`config.mk`:
```
export PLATFORM = sky130hd
export DESIGN_NAME = load_store_unit
export DESIGN_NICKNAME = d
export VERILOG_FILES = /design/src/rtl/load_store_unit.sv
export SDC_FILE = /design/constraint.sdc
export NUM_CORES = 1
export LEC_CHECK = 0
export BUFFER_PORTS_ARGS = -buffer_cell sky130_fd_sc_hd__buf_2
export CORE_ASPECT_RATIO = 0.5
export CORE_MARGIN = 10
export CORE_UTILIZATION = 42
export DETAILED_ROUTE_END_ITERATION = 7
export PLACE_DENSITY = 0.9
export SLEW_MARGIN = 5
export SYNTH_ARGS = -nofsm -noshare
export SYNTH_HDL_FRONTEND = slang
export SYNTH_SLANG_ARGS = --single-unit
```
`constraint.sdc`:
```
create_clock -name clk -period 9.85 [get_ports clk]
set_input_delay 1.97 -clock clk [delete_from_list [all_inputs] [get_ports clk]]
set_output_delay 1.97 -clock clk [all_outputs]
set_load 0.02 [all_outputs]
```
`src/rtl/load_store_unit.sv`:
```
`default_nettype none
// ============================================================================
// Module   : load_store_unit
// Purpose  : MEM-stage load/store unit between the pipeline MEM stage and the
//            data memory. Maps RV32 load/store funct3 onto memory size codes,
//            range-checks every access against the data memory window, issues
//            only naturally aligned memory transactions and sign/zero-extends
//            load results.
// Options  : MISALIGN_SPLIT_EN - when defined, a misaligned access is carried
//            out as N single-byte transactions over N cycles, with the pipeline
//            stalled for the first N-1 of them. When undefined, a misaligned
//            access is rejected with a one-cycle misalign_err pulse.
// Ports    : clk, reset (synchronous, active-high)
//            req_valid/req_we/req_funct3/req_addr/req_wdata - MEM-stage request
//            stall       - hold MEM and earlier stages, keep req_* stable
//            load_valid/load_data - extended load result (data 0 when not valid)
//            misalign_err/access_fault - one-cycle rejection pulses
//            mem_addr/mem_wdata/mem_size/mem_wr_en/mem_rd_en - to data memory
//            mem_rdata   - combinational little-endian read data from memory
// Revision : 1.0 - initial release
// ============================================================================
module load_store_unit #(
    parameter logic [31:0] BASE_ADDR = 32'h8000_0000,
    parameter int unsigned MEM_BYTES = 256
) (
    input  logic        clk,
    input  logic        reset,
    input  logic        req_valid,
    input  logic        req_we,
    input  logic [2:0]  req_funct3,
    input  logic [31:0] req_addr,
    input  logic [31:0] req_wdata,
    output logic        stall,
    output logic        load_valid,
    output logic [31:0] load_data,
    output logic        misalign_err,
    output logic        access_fault,
    output logic [31:0] mem_addr,
    output logic [31:0] mem_wdata,
    output logic [2:0]  mem_size,
    output logic        mem_wr_en,
    output logic        mem_rd_en,
    input  logic [31:0] mem_rdata
);

    typedef enum logic [0:0] {
        IDLE  = 1'b0,
        SPLIT = 1'b1
    } state_t;

    state_t state_q, state_d;

    // Byte/half results come from the low lanes; funct3[2] selects zero-extension.
    function automatic logic [31:0] extend(input logic [2:0] f3, input logic [31:0] w);
        logic [31:0] r;
        case (f3[1:0])
            2'b00:   r = {{24{w[7]  & ~f3[2]}}, w[7:0]};
            2'b01:   r = {{16{w[15] & ~f3[2]}}, w[15:0]};
            default: r = w;
        endcase
        return r;
    endfunction

    // ------------------------------------------------------------------
    // Request decode
    // ------------------------------------------------------------------
    logic [2:0]  w_bytes;
    logic        w_illegal;
    logic        w_misaligned;
    logic        w_out_of_range;
    logic [32:0] w_offset;
    logic [32:0] w_end;

    always_comb begin
        case (req_funct3[1:0])
            2'b00:   w_bytes = 3'd1;
            2'b01:   w_bytes = 3'd2;
            default: w_bytes = 3'd4;
        endcase
    end

    assign w_illegal = (req_funct3 == 3'b011) || (req_funct3[2:1] == 2'b11)
                    || (req_we && req_funct3[2]);

    // Bit 32 of the offset is the borrow (address below the window). The end
    // is formed from the 32-bit offset so an address just below the base can
    // never wrap back into range.
    assign w_offset       = {1'b0, req_addr} - {1'b0, BASE_ADDR};
    assign w_end          = {1'b0, w_offset[31:0]} + {30'd0, w_bytes};
    assign w_out_of_range = w_offset[32] || (w_end > 33'(MEM_BYTES));

    assign w_misaligned = ((w_bytes == 3'd2) && req_addr[0])
                       || ((w_bytes == 3'd4) && (req_addr[1:0] != 2'b00));

`ifdef MISALIGN_SPLIT_EN
    // ------------------------------------------------------------------
    // Split-transaction context: the request is captured on the first
    // cycle so req_* may change freely while stalled.
    // ------------------------------------------------------------------
    logic        lat_we_q, lat_we_d;
    logic [2:0]  lat_funct3_q, lat_funct3_d;
    logic [31:0] lat_addr_q, lat_addr_d;
    logic [31:0] lat_wdata_q, lat_wdata_d;
    logic [1:0]  idx_q, idx_d;
    logic [23:0] buf_q, buf_d;          // load bytes 0..2 gathered so far

    logic [1:0]  w_last_idx;
    logic [7:0]  w_wbyte;
    logic [31:0] w_merged;

    // Only halves and words can be misaligned, so the last index is 1 or 3.
    assign w_last_idx = (lat_funct3_q[1:0] == 2'b01) ? 2'd1 : 2'd3;
    assign w_wbyte    = 8'(lat_wdata_q >> {idx_q, 3'b000});
    assign w_merged   = (lat_funct3_q[1:0] == 2'b01)
                      ? {16'd0, mem_rdata[7:0], buf_q[7:0]}
                      : {mem_rdata[7:0], buf_q};
`endif

    // ------------------------------------------------------------------
    // Next-state and outputs
    // ------------------------------------------------------------------
    always_comb begin
        state_d      = state_q;
        stall        = 1'b0;
        load_valid   = 1'b0;
        load_data    = 32'd0;
        misalign_err = 1'b0;
        access_fault = 1'b0;
        mem_addr     = 32'd0;
        mem_wdata    = 32'd0;
        mem_size     = 3'b000;
        mem_wr_en    = 1'b0;
        mem_rd_en    = 1'b0;
`ifdef MISALIGN_SPLIT_EN
        lat_we_d     = lat_we_q;
        lat_funct3_d = lat_funct3_q;
        lat_addr_d   = lat_addr_q;
        lat_wdata_d  = lat_wdata_q;
        idx_d        = idx_q;
        buf_d        = buf_q;
`endif

        // Outputs are held quiet during reset so an in-flight split cannot
        // write another byte on the reset edge.
        if (!reset) begin
            case (state_q)
                IDLE: begin
                    if (req_valid) begin
                        if (w_illegal || w_out_of_range) begin
                            access_fault = 1'b1;
                        end else if (!w_misaligned) begin
                            mem_addr  = req_addr;
                            mem_wdata = req_wdata;
                            mem_size  = {1'b0, req_funct3[1:0]};
                            mem_wr_en = req_we;
                            mem_rd_en = !req_we;
                            if (!req_we) begin
                                load_valid = 1'b1;
                                load_data  = extend(req_funct3, mem_rdata);
                            end
                        end else begin
`ifdef MISALIGN_SPLIT_EN
                            mem_addr     = req_addr;
                            mem_wdata    = {24'd0, req_wdata[7:0]};
                            mem_wr_en    = req_we;
                            mem_rd_en    = !req_we;
                            stall        = 1'b1;
                            state_d      = SPLIT;
                            idx_d        = 2'd1;
                            lat_we_d     = req_we;
                            lat_funct3_d = req_funct3;
                            lat_addr_d   = req_addr;
                            lat_wdata_d  = req_wdata;
                            buf_d[7:0]   = mem_rdata[7:0];
`else
                            misalign_err = 1'b1;
`endif
                        end
                    end
                end

                SPLIT: begin
`ifdef MISALIGN_SPLIT_EN
                    mem_addr  = lat_addr_q + {30'd0, idx_q};
                    mem_wdata = {24'd0, w_wbyte};
                    mem_wr_en = lat_we_q;
                    mem_rd_en = !lat_we_q;
                    if (idx_q == w_last_idx) begin
                        state_d = IDLE;
                        if (!lat_we_q) begin
                            load_valid = 1'b1;
                            load_data  = extend(lat_funct3_q, w_merged);
                        end
                    end else begin
                        stall = 1'b1;
                        idx_d = idx_q + 2'd1;
                        case (idx_q)
                            2'd1:    buf_d[15:8]  = mem_rdata[7:0];
                            2'd2:    buf_d[23:16] = mem_rdata[7:0];
                            default: buf_d        = buf_q;
                        endcase
                    end
`else
                    // Unreachable without splitting; recover to IDLE.
                    state_d = IDLE;
`endif
                end

                default: state_d = IDLE;
            endcase
        end
    end

    // ------------------------------------------------------------------
    // State registers
    // ------------------------------------------------------------------
    always_ff @(posedge clk) begin
        if (reset) begin
            state_q      <= IDLE;
`ifdef MISALIGN_SPLIT_EN
            lat_we_q     <= 1'b0;
            lat_funct3_q <= 3'b000;
            lat_addr_q   <= 32'd0;
            lat_wdata_q  <= 32'd0;
            idx_q        <= 2'd0;
            buf_q        <= 24'd0;
`endif
        end else begin
            state_q      <= state_d;
`ifdef MISALIGN_SPLIT_EN
            lat_we_q     <= lat_we_d;
            lat_funct3_q <= lat_funct3_d;
            lat_addr_q   <= lat_addr_d;
            lat_wdata_q  <= lat_wdata_d;
            idx_q        <= idx_d;
            buf_q        <= buf_d;
`endif
        end
    end

endmodule
`default_nettype wire

```
# Yosys cells after proc, flatten, opt, wreduce, memory -nomap -nowiden
# Cells that the tools add are included.
[totals]
reg_bits = 0
input_bits = 103
out_inout_bits = 105
wordCells = 61
[op_classes]
add_sub_neg = 2
magnitude_cmp = 1
eq_ne = 5
muxes = 39
n_bitwise = 3
n_reduce_logical = 11
[ops]
columns = ["cell", "count"]
rows = [
  ["$mux 32", 13],
  ["$pmux 32 s2", 1],
  ["$add 32x3->33", 1],
  ["$gt 33x9->1 const B", 1],
  ["$sub 32x32->33 const B", 1],
  ["$mux 1", 20],
  ["$mux 2", 4],
  ["$eq 3x2->1 const B", 2],
  ["$pmux 3 s2", 1],
  ["$logic_or 1x1->1", 5],
  ["$eq 3x3->1 const B", 1],
  ["$logic_and 1x1->1", 3],
  ["$and 1x1->1", 2],
  ["$eq 2x1->1 const B", 1],
  ["$eq 2x2->1 const B", 1],
  ["$logic_not 2->1", 1],
  ["$reduce_bool 2->1", 1],
  ["$logic_not 1->1", 1],
  ["$not 1->1", 1],
]

# Logic depth before layout (Yosys ltp)
# Gate-level depths: netlist of run 1.
[logic_depth]
ltp_word = 9
depth_mapped = 14
mapped_depth_nobuf = 10

# Least setup slack after synthesis of run 1
# Ideal clock, no wire load.
[synth_path]
path_type = "input port to output port"
startpoint = "input req_funct3[1]"
endpoint = "output mem_rd_en"
arrival_time_ns = 5.860
path_slack_ns = 2.020
cell_stages = 14
path_cell_list = "clkbuf_1 clkbuf_1 nor2b_1 ha_1 a211oi_4 nor4_4 mux2i_1 o2111ai_1 or4_1 or4_1 buf_2 buf_2 nor3_1 buf_4"
[synth_between]
elab_chain_len = 9
[synth_lines]
columns = ["element", "line", "rtl"]
rows = [
  ["start, declared", "30", "input logic [2:0] req_funct3,"],
  ["$eq 2x1->1 or $logic_not 2->1 (tied branches)", "75", "case (req_funct3[1:0])"],
  ["$pmux 3 s2", "75", ""],
  ["$add 32x3->33 (tied with other cells)", "89", "assign w_end = {1'b0, w_offset[31:0]} + {30'd0, w_bytes};"],
  ["$gt 33x9->1 (tied with other cells)", "90", "assign w_out_of_range = w_offset[32] || (w_end > 33'(MEM_BYTES));"],
  ["$logic_or 1x1->1 (on tied branches)", "90, 93", ""],
  ["$logic_or 1x1->1 or $mux 1 (tied branches)", "149, 151", ""],
  ["$mux 1 (*)", "149", "if (w_illegal || w_out_of_range) begin"],
  ["$mux 1 (*)", "148", "if (req_valid) begin"],
  ["$mux 1 (*)", "145", "if (!reset) begin"],
  ["end, declared", "42", "output logic mem_rd_en,"],
]
# Mark *: on every way between the ends. The rest lies on a longest branch, timed or not.

# Worst setup path after layout of run 1
[layout_path]
startpoint = "input req_funct3[1]"
endpoint = "output load_data[22]"
[layout_between]
elab_chain_len = 9
[layout_lines]
columns = ["element", "line", "rtl"]
rows = [
  ["$eq 2x1->1 or $logic_not 2->1 (tied branches)", "56, 75", ""],
  ["$pmux 3 s2", "75", ""],
  ["$add 32x3->33 (tied with other cells)", "89", ""],
  ["$gt 33x9->1 (tied with other cells)", "90", ""],
  ["$logic_or 1x1->1 (on tied branches)", "90, 93", ""],
  ["$logic_or 1x1->1 or $mux 32 (tied branches)", "149, 151", ""],
  ["$mux 32 (*)", "149", ""],
  ["$mux 32 (*)", "148", ""],
  ["$mux 32 (*)", "145", ""],
  ["end, declared", "35", "output logic [31:0] load_data,"],
]
# Marked as above.

==> results of run 1 <==
-- layout make-up --
| cell class | instances | area (µm²) |
|---|---|---|
| Multi-Input combinational cell | 325 | 1960 |
| Inverter | 4 | 15.0 |
| Timing Repair Buffer | 186 | 938 |
| Tap cell | 70 | 87.6 |
| Fill cell | 493 | 2020 |
-- critical path, stage by stage --
cell,delay (ps)
buf_2,430
nor2_1,130
ha_1,280
fa_1,450
a21oi_2,340
nor4_4,140
xnor2_1,180
o2111ai_1,120
or4_1,520
or4_2,1110
buf_4,430
nor4_2,300
buf_2,220
-- layout by cell type, fill, tap and decap left out, drive strengths merged, types with 3 or more instances in the layout --
cell type and instances:
nor2b 3, or3 3, or4 3, nor3 66, conb 24, nor4 24, nand3b 9, nand3 13
xor2 3, mux2i 5, inv 4, nor2 15, xnor2 3, nand4 8, buf 186, a21oi 28
a211oi 3, ha 3, nand2 63, and3 6, o21ai 14
-- stage by stage --
step / worst slack, ps / instance area [µm²] / std cells
after floorplan: 2020 / 2300 / 388
after global placement: 1500 / 3000 / 585
after detailed placement: 1280 / 3000 / 585
after CTS: 1280 / 3000 / 585
after global routing: 967 / 3000 / 585
final: 1230 / 3000 / 585
-- power by group through the flow --
| stage | sequential (W) | combinational, W | clock [W] |
|---|---|---|---|
| 2_1_floorplan | 0 | 0.0000524 | 0 |
| 3_3_place_gp | 0 | 0.0000764 | 0 |
| 3_5_place_dp | 0 | 0.0000780 | 0 |
| 4_1_cts | 0 | 0.0000784 | 0 |
| 5_1_grt | 0 | 0.0000883 | 0 |
| 6_report | 0 | 0.0000794 | 0 |
-- Yosys cell counts, drive strengths merged, types with 2 or more instances --
cell type  instances
xnor2              3
nor3              66
ha                 3
nor3b              2
and2               2
nand2             63
o2111ai            2
and3               6
a211oi             3
nor4              24
or3                3
a21oi             28
xor2               3
inv                4
a41oi              2
nand4              8
mux2i              5
buf               37
o21ai             14
o211ai             2
clkbuf            22
or4                3
nor2b              3
a2111oi            2
or2                2
nor2              15
nand3b             9
mux2               2
nand3             13
-- layer usage --
metal	GRT usage, %	part of all wire [%]	vias up
met4	2.86	1.6	0
met2	36.3	52	131
li1	-	-	1592
met3	2.42	8.3	14
met1	21.4	38	1408
met5	0	0	-
-- kinds of logic after synthesis --
kind of cell,count (synthesis),synth area share [%]
AOI/OAI and AO/OA,62,17.9
xor gates and xnor gates,6,2.37
adders and majority gates,4,2.60
buffers and inverters,63,16.0
muxes,7,3.27
other,1,0.169
and+or+nand+nor,222,57.6
-- final timing paths --
path	start	endpoint	slack [ps]	cells past startpoint
hold / removal	req_wdata[26]	mem_wdata[26]	4260	4
setup / recovery	req_funct3[1]	load_data[22]	1230	13
==> metrics, run 1 <==
outcome complete, no violations; Routed Antenna Nets 0; Reg area 0 µm²; # DRC 0; pwr dens 26.5 nW/µm²; Max VDD drop around 0.015 mV; # IOs 208; P&R area growth vs syn 35.4%; layout cells sized above 1 43.1%; pin count of the biggest net entering global routing 81; GRT Util Overall 18.6%; Critical Path AT 6650 ps; clk_buf instances 0; Final Max Slew Viols 0; die width 123 µm; Final HPWL DP 7660 µm; worst-path maximum fanout between 50 and 60; Min-Delay Path Class in -> out; Syn Inst Count roughly 370; Slew HR 37.6%; Power, Total 0.0000794 W; internal cell power 0.0000302 W; Core Util, Final between 50% and 60%; Worst Tran Pin Value 930 ps; DR iter-0 viols about 250; initial core utilization between 40% and 50%; Fmax achieved between 100 and 150 MHz; via density per instance 5.38; Setup TNS 0 ps; fin crit share between 80% and 90%; Post-CTS Resized 0; # setup viols final 0; vias after detailed routing 3,145; clock share of power 0%; Comb pwr share 100.0%; Req. time, crit path 7880 ps; first-pass GRT wire length 14,300 µm; Hold Slack 4260 ps; number of nets in the finished design ~620; leakage power ~1.3 nW; synth unique cells 53; Syn. warnings 0; Flop pwr share 0%; die height about 71 µm; cts-stage hold buffer count 0; syn_area_per_cell 6.07 µm²; Final Hold Fails 0; Max-cap violations 0; vias in the first global route 2,902; RSZ-0062 raised after global routing false; Rows 18; sequential cell area fraction in the yosys report 0%; Seq Cell Count 0; detailed-route wire length per cell 16.1 µm; Critical Path Start Type input port; Synth area leader nor3_1; ANT cells 0; number of buffers added on ports 183; antenna violations before repair 0; crit path kind in -> out; GRT overflow 0; Core Box Area ~5000 µm²; ranking of synthesized cells by area nor3_1 15%, nand2_1 11%, nor4_2 10%; Post-Syn Area 2220 µm²; Pre-antenna DRT Iters 5; crit end category output pin; Net Switching just under 0.00005 W; minimum clock period 8620 ps; routability cong. approximately 0.86; top cell type's share of synthesized area 14.9%; Routed WL between 9000 and 10,000 µm; switching share of power 62.0%; Die Area 8760 µm²; Post-CTS Repair Setup Buffers 0
No activity file was read; power rests on OpenSTA's default activity.
==> run 2: changes to the inputs <==
- ABC_AREA: not set -> 1
- CORE_UTILIZATION: 42 -> 43
==> metrics, run 2 <==
top cell type's share of synthesized area 18.8% (+3.9 points); DP Worst Slack 2850 ps (+1570 ps); Post-Syn Area 2370 µm² (+6.7%); Critical Path AT 5070 ps (-1580 ps); Synth top cells by count 113 x nand2_1, 85 x inv_1, 71 x nor2_2, 67 x nor2_1, 25 x buf_4; Comb pwr share 100.0% (about the same); Fill cells 501 (+1.6%); Power, Total 0.0000796 W (+0.18%); worst-path maximum fanout 45 (-13%); Min-Delay Path Class in -> out; die width 125 µm (+1.8%); leading cell type in the layout, fill and taps excluded buf_2; syn_area_per_cell 5.06 µm² (-17%); first-pass GRT wire length 15,100 µm (+5.4%); Max VDD drop 0.0132 mV (-11%); vias after detailed routing 3,267 (+3.9%); pwr dens 25.1 nW/µm² (-5.2%); vias in the first global route 3,125 (+7.7%); commonest cells after routing, fill and taps aside 183 x buf_2, 113 x nand2_1, 85 x inv_1, 71 x nor2_2, 67 x nor2_1; worst path bufs/invs 2 (-1); Flop pwr share 0% (unchanged); design area 3170 µm² (+5.7%); complex-gate fraction of the synthesized area 7.35% (-11 points); Post-Synth XOR/XNOR Area 2.59% (+0.22 points); Syn Inst Count 468 (+28%); Top cell by count, worst path nor2_1; Post-CTS Resized 0 (unchanged); clock share of power 0% (unchanged); switching share of power 63.5% (+1.4 points); Worst Tran Pin Value 731 ps (-199 ps); initial core utilization 46.3% (+2.1 points); Critical Path Start Type input port; # setup viols final 0 (unchanged); Post-CTS Repair Setup Buffers 0 (unchanged); GRT overflow 0 (unchanged); Slowest Stage Delay on Critical Path 550 ps (-560 ps); pin count of the biggest net entering global routing 46 (-43%); P&R area growth vs syn 34.1%; Die Area 9050 µm² (+3.3%); Net Switching 0.0000505 W (+2.5%); Routed Antenna Nets 0 (unchanged); number of buffers added on ports 183 (unchanged); Synth Area in Adders 2.43% (-0.16 points); Seq Cell Count 0 (unchanged); GRT Util Overall 18.9% (+0.25 points); Reg area 0 µm² (unchanged); sequential cell area fraction in the yosys report 0% (unchanged); Simple-Gate Fraction of Synth Area 61.9% (+4.3 points); number of nets in the finished design 747 (+20%); top-count cell post-synth nand2_1; Final HPWL DP 8480 µm (+11%); Crit-path slowest cell nand3_4; Max-cap violations 0 (unchanged); crit end category output pin; placed inst area 3170 µm² (+5.7%); Final WS setup 2810 ps (+1580 ps); outcome complete, no violations; clk_buf instances 0 (unchanged); area of the multi-input gates 1850 µm² (-5.9%); routability cong. 0.924 (+7.3%); largest family of logic cells by synthesized area simple AND/OR/NAND/NOR gates; critical path's top delay family simple AND/OR/NAND/NOR gates; Setup TNS 0 ps (unchanged); fin crit share 71.4% (-16 points); minimum clock period 7040 ps (-1580 ps); Final Max Slew Viols 0 (unchanged); die height 72.5 µm (+1.5%); detailed-route wire length per cell 13.4 µm (-17%); Pre-antenna DRT Iters 4 (-1); synth unique cells 34 (-36%); mux share of post-synthesis cell area 0% (-3.3 points); leakage power 2.05 nW (+53%); Core Box Area 5110 µm² (+1.8%); ANT cells 0 (unchanged); Syn. warnings 0 (unchanged); # DRC 0 (unchanged); layout cells sized above 1 42.0% (-1.1 points); Slew HR 51.3% (+14 points); Fmax achieved 142 MHz (+23%); antenna violations before repair 0 (unchanged); Req. time, crit path 7880 ps (about the same); internal cell power 0.0000291 W (-3.6%); cts-stage hold buffer count 0 (unchanged); # IOs 208 (unchanged); Routed WL 9520 µm (+0.85%); crit-path cells buf_2, nor2_1, ha_1, fa_1, nand3_1, nand2_2, nand2_1, nor2_2, nor2_1, nor2_1, nand3_1, nor2_1, nand2_1, nor2_4, nand3_4, nor2_2, buf_2; Rows 18 (unchanged); ranking of synthesized cells by area nor2_2 19%, nand2_1 18%, inv_1 13%; Final Hold Fails 0 (unchanged); RSZ-0062 raised after global routing false; crit path kind in -> out; Synth area leader nor2_2; via density per instance 4.61 (-14%); DR iter-0 viols 258 (+2.8%)
==> run 2: cell types whose count changed in the layout (fill, tap and decap cells not counted), moves of 6 or more <==
| cell | before | now |
|---|---|---|
| nand2_1 | 63 | 113 |
| nor2_1 | 13 | 67 |
| inv_1 | 4 | 85 |
| a21oi_1 | 27 | 9 |
| nor2_2 | 1 | 71 |
| o21ai_0 | 14 | 20 |
| nand3_1 | 10 | 22 |
| nor4_2 | 18 | 0 |
| nor3_1 | 65 | 3 |
| nand3b_1 | 9 | 3 |
==> run 2: cell families after synthesis <==
kind of cell	after synthesis
simple gates	301
buf+inv	122
compound gates	33
xor+xnor	7
fa+ha+maj	4
other cells	1
==> run 2: power groups by stage <==
stage                     logic [W]  registers [W]  clock network [W]
after floorplan           0.0000537              0                  0
after global placement    0.0000769              0                  0
after detailed placement  0.0000779              0                  0
after CTS                 0.0000783              0                  0
after global routing      0.0000896              0                  0
final                     0.0000796              0                  0
==> run 2: metrics by stage <==
stage | cells | utilization (%) | hold WS [ps]
2_1_floorplan | 491 | - | 4050
3_3_place_gp | 708 | 62.1 | 4250
3_5_place_dp | 708 | 62.1 | 4260
4_1_cts | 708 | 62.1 | 4260
5_1_grt | 708 | 62.1 | 4270
6_report | 708 | 62.1 | 4260
==> run 2: layer usage <==
layer  track usage [%]  vias up  wire length (µm)
li1                  -     1689                 -
met4              2.28        0               122
met1              22.0     1420              3830
met5                 0        -                 0
met3              2.03       10               671
met2              37.6      148              4900
==> run 2: layout make-up <==
type / count / area share [%]
Multi-Input combinational cell: 369 / 58.2
Inverter: 86 / 10.2
Timing Repair Buffer: 183 / 28.9
Tap cell: 70 / 2.76
==> run 2: worst paths after layout <==
| path | cells after the start | slack, ps | endpoint | start |
|---|---|---|---|---|
| setup / recovery | 17 | 2810 | mem_addr[6] | req_funct3[1] |
| hold / removal | 4 | 4260 | load_data[1] | mem_rdata[1] |
==> run 3: changes to the inputs <==
- CORE_UTILIZATION: 43 -> 40
- PLACE_DENSITY: 0.9 -> 0.84
- clock period: 9.85 -> 7 ns (I/O delays scaled with it)
==> metrics, run 3 (same netlist as run 2, synthesis figures left out) <==
Seq Cell Count 0 (unchanged); via density per instance 4.48 (-3.0%); Power, Total 0.000112 W (+41%); Final HPWL DP 8380 µm (-1.2%); Worst Setup EP mem_wdata[29]; RSZ-0062 raised after global routing false; # DRC 0 (unchanged); outcome complete, no violations; Reg area 0 µm² (unchanged); number of nets in the finished design 747 (unchanged); switching share of power 63.5% (about the same); Routed Antenna Nets 0 (unchanged); vias after detailed routing 3,184 (-2.5%); Fmax achieved 168 MHz; Post-CTS Resized 0 (unchanged); Critical Path AT 4570 ps (-500 ps); crit-path cells buf_2, nor2_1, ha_1, fa_1, nand3_1, nand2_2, nand2_1, nor2_2, nand3_1, nand2_1, nand3_1, nor2_1, nand2_1, nor2_4, nand3_4, nor2_2, buf_2; Min-Delay Path Class in -> out; Final Max Slew Viols 0 (unchanged); initial core utilization 42.2% (-4.1 points); clock share of power 0% (unchanged); Crit-path slowest cell nand3_4; critical path's top delay family simple AND/OR/NAND/NOR gates; P&R area growth vs syn 34.3%; layout cells sized above 1 42.0% (unchanged); GRT Util Overall 16.6% (-2.3 points); Core Box Area 5610 µm² (+9.7%); leading cell type in the layout, fill and taps excluded buf_2; fin crit share 85.3%; Critical Path Start Type input port; crit end category output pin; worst path bufs/invs 2 (unchanged); Slew HR 50.5% (-0.76 points); number of buffers added on ports 183 (unchanged); vias in the first global route 2,854 (-8.7%); DR iter-0 viols 156 (-40%); # IOs 208 (unchanged); detailed-route wire length per cell 13.2 µm (-2.1%); cts-stage hold buffer count 0 (unchanged); Routed WL 9360 µm (-1.7%); die height 74.4 µm (+2.7%); Max-cap violations 0 (unchanged); die width 129 µm (+3.1%); clk_buf instances 0 (unchanged); minimum clock period 5970 ps; first-pass GRT wire length 13,700 µm (-9.3%); GRT overflow 0 (unchanged); Max VDD drop 0.0131 mV (-1.1%); number of stages on the worst setup path 17 (unchanged); internal cell power 0.0000409 W (+41%); pin count of the biggest net entering global routing 46 (unchanged); pwr dens 35.3 nW/µm² (+41%); Req. time, crit path 5600 ps (-2280 ps); Slowest Stage Delay on Critical Path 560 ps (about the same); Rows 19 (+1); Critical path origin req_funct3[1]; crit path kind in -> out; Post-CTS Repair Setup Buffers 0 (unchanged); Flop pwr share 0% (unchanged); Pre-antenna DRT Iters 5 (+1); # setup viols final 0 (unchanged); Die Area 9580 µm² (+5.8%); Net Switching 0.0000713 W (+41%); leakage power 2.05 nW (unchanged); antenna violations before repair 0 (unchanged); Final Hold Fails 0 (unchanged); Worst Tran Pin Value 742 ps (+11.5 ps); commonest cells after routing, fill and taps aside 183 x buf_2, 113 x nand2_1, 85 x inv_1, 71 x nor2_2, 67 x nor2_1; routability cong. 0.954 (+3.2%); Comb pwr share 100.0% (about the same); worst-path maximum fanout 45 (unchanged); ANT cells 0 (unchanged); Setup TNS 0 ps (unchanged)
-- run 3: cell counts in the layout (fill, tap and decap cells not counted) --
Identical to the previous run, type by type.
-- run 3: cell type report --
cell class | instances | area [µm²]
Fill cell | 603 | 2430
Inverter | 86 | 323
Multi-Input combinational cell | 369 | 1850
Tap cell | 73 | 91.3
Timing Repair Buffer | 183 | 916
-- run 3: power by group through the flow --
| stage | logic, W | clock network (W) | registers [W] |
|---|---|---|---|
| 2_1_floorplan | 0.0000756 | 0 | 0 |
| 3_3_place_gp | 0.000109 | 0 | 0 |
| 3_5_place_dp | 0.000110 | 0 | 0 |
| 4_1_cts | 0.000111 | 0 | 0 |
| 5_1_grt | 0.000126 | 0 | 0 |
| 6_report | 0.000112 | 0 | 0 |
-- run 3: how the worst min path moves through the flow --
| stage | from | endpoint | slack, ps | cells past startpoint |
|---|---|---|---|---|
| 5_1_grt | mem_rdata[1] | load_data[1] | 3120 | 4 |
| 2_1_floorplan | mem_rdata[2] | load_data[2] | 2910 | 2 |
| 3_5_place_dp | mem_rdata[1] | load_data[1] | 3110 | 4 |
| 6_report | mem_rdata[1] | load_data[1] | 3110 | 4 |
| 3_3_place_gp | req_wdata[31] | mem_wdata[31] | 3110 | 4 |
| 4_1_cts | mem_rdata[1] | load_data[1] | 3120 | 4 |
-- run 3: per-stage QoR --
| stage | util [%] | setup WS, ps | cells | hold slack, ps | cell area, µm² |
|---|---|---|---|---|---|
| after floorplan | - | 1940 | 491 | 2910 | 2450 |
| after CTS | 56.6 | 1050 | 711 | 3120 | 3180 |
| after global placement | 56.6 | 1130 | 711 | 3110 | 3180 |
| final | 56.6 | 1030 | 711 | 3110 | 3180 |
| after detailed placement | 56.6 | 1070 | 711 | 3110 | 3180 |
| after global routing | 56.6 | 723 | 711 | 3120 | 3180 |
-- run 3: worst min-delay path, stage by stage --
cell and delay [ps]:
buf_2 90, inv_1 40, nor2_1 30, buf_2 150
-- run 3: per-layer routing --
metal | track usage, % | vias to the layer above | wire length (µm)
li1 | - | 1688 | -
met1 | 18.8 | 1379 | 3650
met2 | 33.8 | 113 | 4860
met3 | 2.77 | 4 | 822
met4 | 0.626 | 0 | 26
met5 | 0 | - | 0
